<file path="config.mk">
export PLATFORM = sky130hd
export DESIGN_NAME = uart_tx
export DESIGN_NICKNAME = d
export VERILOG_FILES = /design/src/rtl/uart_pkg.sv /design/src/rtl/piso.sv /design/src/rtl/uart_tx.sv
export SDC_FILE = /design/constraint.sdc
export NUM_CORES = 1
export LEC_CHECK = 0
export ABC_AREA = 1
export CORE_UTILIZATION = 56
export CTS_CLUSTER_DIAMETER = 120
export CTS_CLUSTER_SIZE = 16
export DETAILED_ROUTE_END_ITERATION = 7
export PLACE_DENSITY_LB_ADDON = 0.08
export SETUP_SLACK_MARGIN = 0.05
export SYNTH_ARGS = -nofsm -noshare
export SYNTH_HDL_FRONTEND = slang
export SYNTH_HIERARCHICAL = 1
export SYNTH_SLANG_ARGS = --single-unit
</file>
<file path="constraint.sdc">
create_clock -name TX_CLK -period 2 [get_ports TX_CLK]
set_clock_uncertainty 0.2 [all_clocks]
set_input_delay 0.3 -clock TX_CLK [delete_from_list [all_inputs] [get_ports TX_CLK]]
set_output_delay 0.3 -clock TX_CLK [all_outputs]
set_load 0.01 [all_outputs]
</file>
<file path="src/rtl/uart_pkg.sv">
// Shared UART transmit types and frame constants.
// The word width comes from the global DATA_WIDTH define, which defaults to 8 when nothing else sets it.
`ifndef DATA_WIDTH
`define DATA_WIDTH 8
`endif

package uart_pkg;

   typedef enum logic [2:0] {
      IDLE,
      START,
      DATA,
      PARITY,
      STOP
   } tx_state_t;

   localparam int DATA_BITS  = `DATA_WIDTH;
   localparam int FRAME_BITS = `DATA_WIDTH + 3;

   // Odd parity is the inverse of the plain XOR reduction.
   function automatic logic parity_of(input logic [`DATA_WIDTH-1:0] word, input logic odd);
      return odd ? ~^word : ^word;
   endfunction

endpackage

</file>
<file path="src/rtl/piso.sv">
// Parallel-in serial-out shift register, LSB first.
// This is the transmit-side mirror of sipo. A load takes priority over a shift.
module piso #(
   parameter int WIDTH = 8
) (
   input  logic             clk,
   input  logic             rst,
   input  logic             load,
   input  logic             shift,
   input  logic [WIDTH-1:0] load_data,
   output logic             serial_out
);

   logic [WIDTH-1:0] shift_reg;

   always_ff @(posedge clk) begin
      if (rst)
         shift_reg <= '0;
      else if (load)
         shift_reg <= load_data;
      else if (shift)
         shift_reg <= {1'b0, shift_reg[WIDTH-1:1]};
   end

   assign serial_out = shift_reg[0];

endmodule

</file>
<file path="src/rtl/uart_tx.sv">
// UART transmitter: start bit, DATA_WIDTH data bits LSB first, parity bit, stop bit.
// Defining UART_TX_HOLD_BUF_EN adds a one-entry holding register so frames can follow each other back-to-back.
module uart_tx
   import uart_pkg::*;
#(
   parameter int CLKS_PER_BIT = 1,
   parameter bit PARITY_ODD   = 1'b0
) (
   input  logic                   TX_CLK,
   input  logic                   TX_RST,
   input  logic                   TX_VALID,
   input  logic [`DATA_WIDTH-1:0] TX_DATA,
   output logic                   TX_READY,
   output logic                   TX_OUT,
   output logic                   TX_BUSY
);

   localparam int CW = $clog2(CLKS_PER_BIT + 1);
   localparam int BW = $clog2(`DATA_WIDTH + 1);
   localparam logic [CW-1:0] CYC_LAST = CW'(CLKS_PER_BIT - 1);
   localparam logic [BW-1:0] BIT_LAST = BW'(`DATA_WIDTH - 1);

   tx_state_t              state;
   logic [CW-1:0]          cyc_cnt;
   logic [BW-1:0]          bit_cnt;
   logic                   parity_bit;
   logic                   tx_out_q;
   logic                   tx_busy_q;
   logic                   accept;
   logic                   bit_end;
   logic                   load_shift;
   logic                   shift_en;
   logic [`DATA_WIDTH-1:0] load_word;
   logic                   serial_out;

`ifdef UART_TX_HOLD_BUF_EN
   logic                   hold_full;
   logic [`DATA_WIDTH-1:0] hold_data;
   logic                   load_from_hold;
   logic                   hold_store;

   assign TX_READY = !hold_full;
`else
   assign TX_READY = (state == IDLE);
`endif

   assign accept  = TX_VALID && TX_READY;
   assign bit_end = (cyc_cnt == CYC_LAST);
   assign TX_OUT  = tx_out_q;
   assign TX_BUSY = tx_busy_q;

   // The register shifts on the same edge that copies its bit 0 onto the line, so serial_out always holds the next data bit.
   always_comb begin
      load_shift = 1'b0;
      shift_en   = 1'b0;
      load_word  = TX_DATA;
`ifdef UART_TX_HOLD_BUF_EN
      load_from_hold = 1'b0;
`endif
      case (state)
         IDLE:  load_shift = accept;
         START: shift_en   = bit_end;
         DATA:  shift_en   = bit_end && (bit_cnt != BIT_LAST);
`ifdef UART_TX_HOLD_BUF_EN
         STOP: begin
            if (bit_end) begin
               if (hold_full) begin
                  load_shift     = 1'b1;
                  load_from_hold = 1'b1;
                  load_word      = hold_data;
               end else begin
                  load_shift = accept;
               end
            end
         end
`endif
         default: ;
      endcase
   end

   piso #(.WIDTH(`DATA_WIDTH)) u_piso (
      .clk        (TX_CLK),
      .rst        (TX_RST),
      .load       (load_shift),
      .shift      (shift_en),
      .load_data  (load_word),
      .serial_out (serial_out)
   );

`ifdef UART_TX_HOLD_BUF_EN
   assign hold_store = accept && !load_shift;

   // A store and a drain on the same edge leave the buffer full holding the new word.
   always_ff @(posedge TX_CLK) begin
      if (TX_RST) begin
         hold_full <= 1'b0;
         hold_data <= '0;
      end else if (hold_store) begin
         hold_full <= 1'b1;
         hold_data <= TX_DATA;
      end else if (load_from_hold) begin
         hold_full <= 1'b0;
      end
   end
`endif

   always_ff @(posedge TX_CLK) begin
      if (TX_RST) begin
         state      <= IDLE;
         tx_out_q   <= 1'b1;
         tx_busy_q  <= 1'b0;
         cyc_cnt    <= '0;
         bit_cnt    <= '0;
         parity_bit <= 1'b0;
      end else begin
         if (state != IDLE)
            cyc_cnt <= bit_end ? '0 : cyc_cnt + 1'b1;
         case (state)
            IDLE: begin
               if (accept) begin
                  state      <= START;
                  tx_out_q   <= 1'b0;
                  tx_busy_q  <= 1'b1;
                  cyc_cnt    <= '0;
                  parity_bit <= parity_of(load_word, PARITY_ODD);
               end
            end
            START: begin
               if (bit_end) begin
                  state    <= DATA;
                  tx_out_q <= serial_out;
                  bit_cnt  <= '0;
               end
            end
            DATA: begin
               if (bit_end) begin
                  if (bit_cnt == BIT_LAST) begin
                     state    <= PARITY;
                     tx_out_q <= parity_bit;
                  end else begin
                     bit_cnt  <= bit_cnt + 1'b1;
                     tx_out_q <= serial_out;
                  end
               end
            end
            PARITY: begin
               if (bit_end) begin
                  state    <= STOP;
                  tx_out_q <= 1'b1;
               end
            end
            STOP: begin
               if (bit_end) begin
                  if (load_shift) begin
                     state      <= START;
                     tx_out_q   <= 1'b0;
                     parity_bit <= parity_of(load_word, PARITY_ODD);
                  end else begin
                     state     <= IDLE;
                     tx_out_q  <= 1'b1;
                     tx_busy_q <= 1'b0;
                  end
               end
            end
            default: state <= IDLE;
         endcase
      end
   end

endmodule
</file>
==> impl_results.md <==
- Status: complete, no violations
- Initial antenna violation count: 0
- Final Core Density: 70.4%
- Synth Warn #: 6
- Largest net degree at the start of global routing: 14
- Avg WL per Cell: 11.1 um
- Final setup viols: 0
- Mean Syn Cell Area: 6.07 um2
- HP Class: flop to flop
- Unrepaired setup endpoints after global routing: false
- Setup TNS: 0 ps
- #FFs+latches synth: 19
- Final Cell Area: 1590 um2
- Worst-path clk slew: 110 ps
- Layout net count: 255
- Met2 wire length: 1490 um
- Post-Syn Instances: 226
- Clk buf depth: 2
- Fraction of layout cells with a size suffix above 1: 16.5%
- Clock Latency Late Sink: 300 ps
- Antenna-violating nets left: 0
- Reg-to-Reg End: u_piso/shift_reg[1]$_SDFFE_PP0P_
- Crit path from: state[0]$_SDFFE_PP0P_
- Worst path required time: 2030 ps
- Hold path start: u_piso/shift_reg[7]$_SDFFE_PP0P_
- Yosys top cell by area: dfxtp_1
- PD cells: 1250 nW/um2
- Clock power frac: 10.0%
- Syn Std Cell Area: 1370 um2
- PortBufs: 13
- CP Class: flop to flop
- First-pass GRT wire length: 5300 um
- Chip width: 51.5 um
- Gp weighted congestion: 0.785
- Slew HR: 78.0%
- Arrival time worst endpoint: 1870 ps
- Total gr overflow: 0
- Crit start category: flop
- # hold bufs at CTS: 0
- Final wirelength: 3010 um
- Top sig layer: met4
- Leak: 0.833 nW
- Hpwl dp: 2270 um
- Int Pwr: 1.04 mW
- Iteration-0 DRC Markers: 26
- Die Y: 51.5 um
- Worst reg2reg path depth: 10
- Cell Area, Placed: 1520 um2
- Seq/Total Area, Yosys: 27.7%
- Fin crit share: 92.0%
- FF-to-FF setup slack: 160 ps
- Post-Syn Nets: 238
- Max Clk Rate: 543 MHz
- Vias in the first global route: 1302
- Max-cap violations: 0
- DR pass1 iterations: 4
- Via density: 5.14
- Worst-Margin Slew: 329 ps
- TritonCTS Buffers: 3
- Met1 WL: 1400 um
- Launching point of the worst reg2reg path: state[0]$_SDFFE_PP0P_
- P_sw: 942 uW
- CTS H-tree depth: 1
- Tot GR Track Use: 26.1%
- Yosys top cell area share: 27.7%
- Largest register FFs: 8
- Clock Sinks: 19
- Layout area overhead: 15.6%
- IO Count: 14
- Sequential fraction of design power: 31.4%
- DRC: 0
- Total vias in the final route: 1387
- Core Region: 2250 um2
- Slew Limit Fails: 0
- Hold EP: u_piso/shift_reg[7]$_SDFFE_PP0P_
- CTS tree: done
- Fraction of power spent switching nets: 47.6%
- Wire length on met3: 100 um
- # rows: 17
- Total inserted antenna cells: 0
- Final min period: 1840 ps
- Netlist cell types: 25
- Worst VDD drop: 0.000790 V
- Comb power frac: 58.6%
- DIE AREA: 2650 um2
- Worst-path fanout max: 13
- Clock root buffer master: clkbuf_4
- Ranking of synthesized cells by area: dfxtp_1, nand2_1, inv_1
- WHS Path Cells: 2
- Final hold violations: 0
- Critical path capture point type: flop
- Starting Density: 60.9%
-- Yosys cell counts --
cell type,number
inv_1,27
nand2_4,4
nor3_1,1
nor2_8,1
o21ai_0,2
buf_4,2
nand3_4,1
a21oi_2,1
nand4_1,5
clkbuf_2,1
nand3_2,3
nand2_2,8
a21oi_1,9
inv_2,4
nor3b_1,1
nand2_1,96
nor2_2,3
ha_1,1
nor2_4,2
o21a_1,1
dfxtp_1,19
buf_6,2
nand3_1,15
nor2_1,16
inv_4,1
-- how the worst max path moves through the flow --
stage                                        to  slack, ps  cells after the start
3_3_place_gp                           TX_READY        230                      4
2_1_floorplan  u_piso/shift_reg[0]$_SDFFE_PP0P_        290                     12
3_5_place_dp                           TX_READY        190                      4
5_1_grt        u_piso/shift_reg[1]$_SDFFE_PP0P_         70                     10
6_report       u_piso/shift_reg[1]$_SDFFE_PP0P_        160                     10
4_1_cts        u_piso/shift_reg[1]$_SDFFE_PP0P_        160                      9
-- logic make-up (layout without fill, tap and decap cells) --
| family | after synthesis | count (layout) | share of synthesized area (%) |
|---|---|---|---|
| flip-flops | 19 | 19 | 27.7 |
| AND/OR/NAND/NOR | 156 | 156 | 54.1 |
| adder cells (fa/ha/maj) | 1 | 1 | 0.911 |
| AO/OA/AOI/OAI | 13 | 13 | 5.20 |
| buffers and inverters | 37 | 53 | 12.0 |
-- routing by layer --
metal	GRT usage [%]	up-vias
li1	-	729
met1	32.5	623
met2	47.0	33
met5	0	-
met4	6.31	0
met3	3.80	2
-- worst max-delay path, stage by stage (launching register included) --
cell     delay (ps)
dfxtp_4         370
buf_4           170
nor2_2          130
nand2_2         140
nand2_4         130
nand3_4         110
inv_4           170
nand2_1          90
nand2_1          70
nand2_1          60
a21oi_1         130
-- cell type report --
class,instances,area [um2]
Sequential cell,19,393
Fill cell,228,668
Inverter,32,128
Clock inverter,1,5.00
Timing Repair Buffer,17,171
Clock buffer,3,22.5
Multi-Input combinational cell,170,832
Tap cell,28,35.0
-- metrics by stage --
stage / total power [mW] / setup slack (ps) / hold slack [ps] / std cells
6_report: 1.98 / 159 / 272 / 270
5_1_grt: 2.13 / 67.4 / 282 / 270
4_1_cts: 1.97 / 160 / 273 / 270
3_5_place_dp: 1.72 / 187 / 256 / 264
3_3_place_gp: 1.68 / 226 / 250 / 264
2_1_floorplan: 1.48 / 295 / 162 / 226
-- power by group through the flow --
stage | Clock, mW | Combinational [mW] | Sequential, mW
floorplan | 0 | 0.901 | 0.578
global placement | 0 | 1.07 | 0.619
detailed placement | 0 | 1.09 | 0.627
CTS | 0.202 | 1.16 | 0.614
global route | 0.215 | 1.28 | 0.631
finish | 0.197 | 1.16 | 0.621
-- repair_timing --
item | in CTS | in global routing
gates resized for setup | 10 | 1
setup buffers | 2 | 0
endpoints found under the setup margin | 1 | 1
-- cells in the final DEF, fill, tap and decap left out, drive strengths merged --
master         Yosys  routed
nand3             19      19
clkinv             0       1
nor3b              1       1
o21ai              2       2
a21oi             10      10
clkdlybuf4s50      0      12
buf                4       4
dfxtp             19      19
nor2              22      22
o21a               1       1
ha                 1       1
inv               32      32
nand2            108     108
clkbuf             1       3
nand4              5       5
dlygate4sd2        0       1
nor3               1       1
Power figures use the tool's default switching activity.
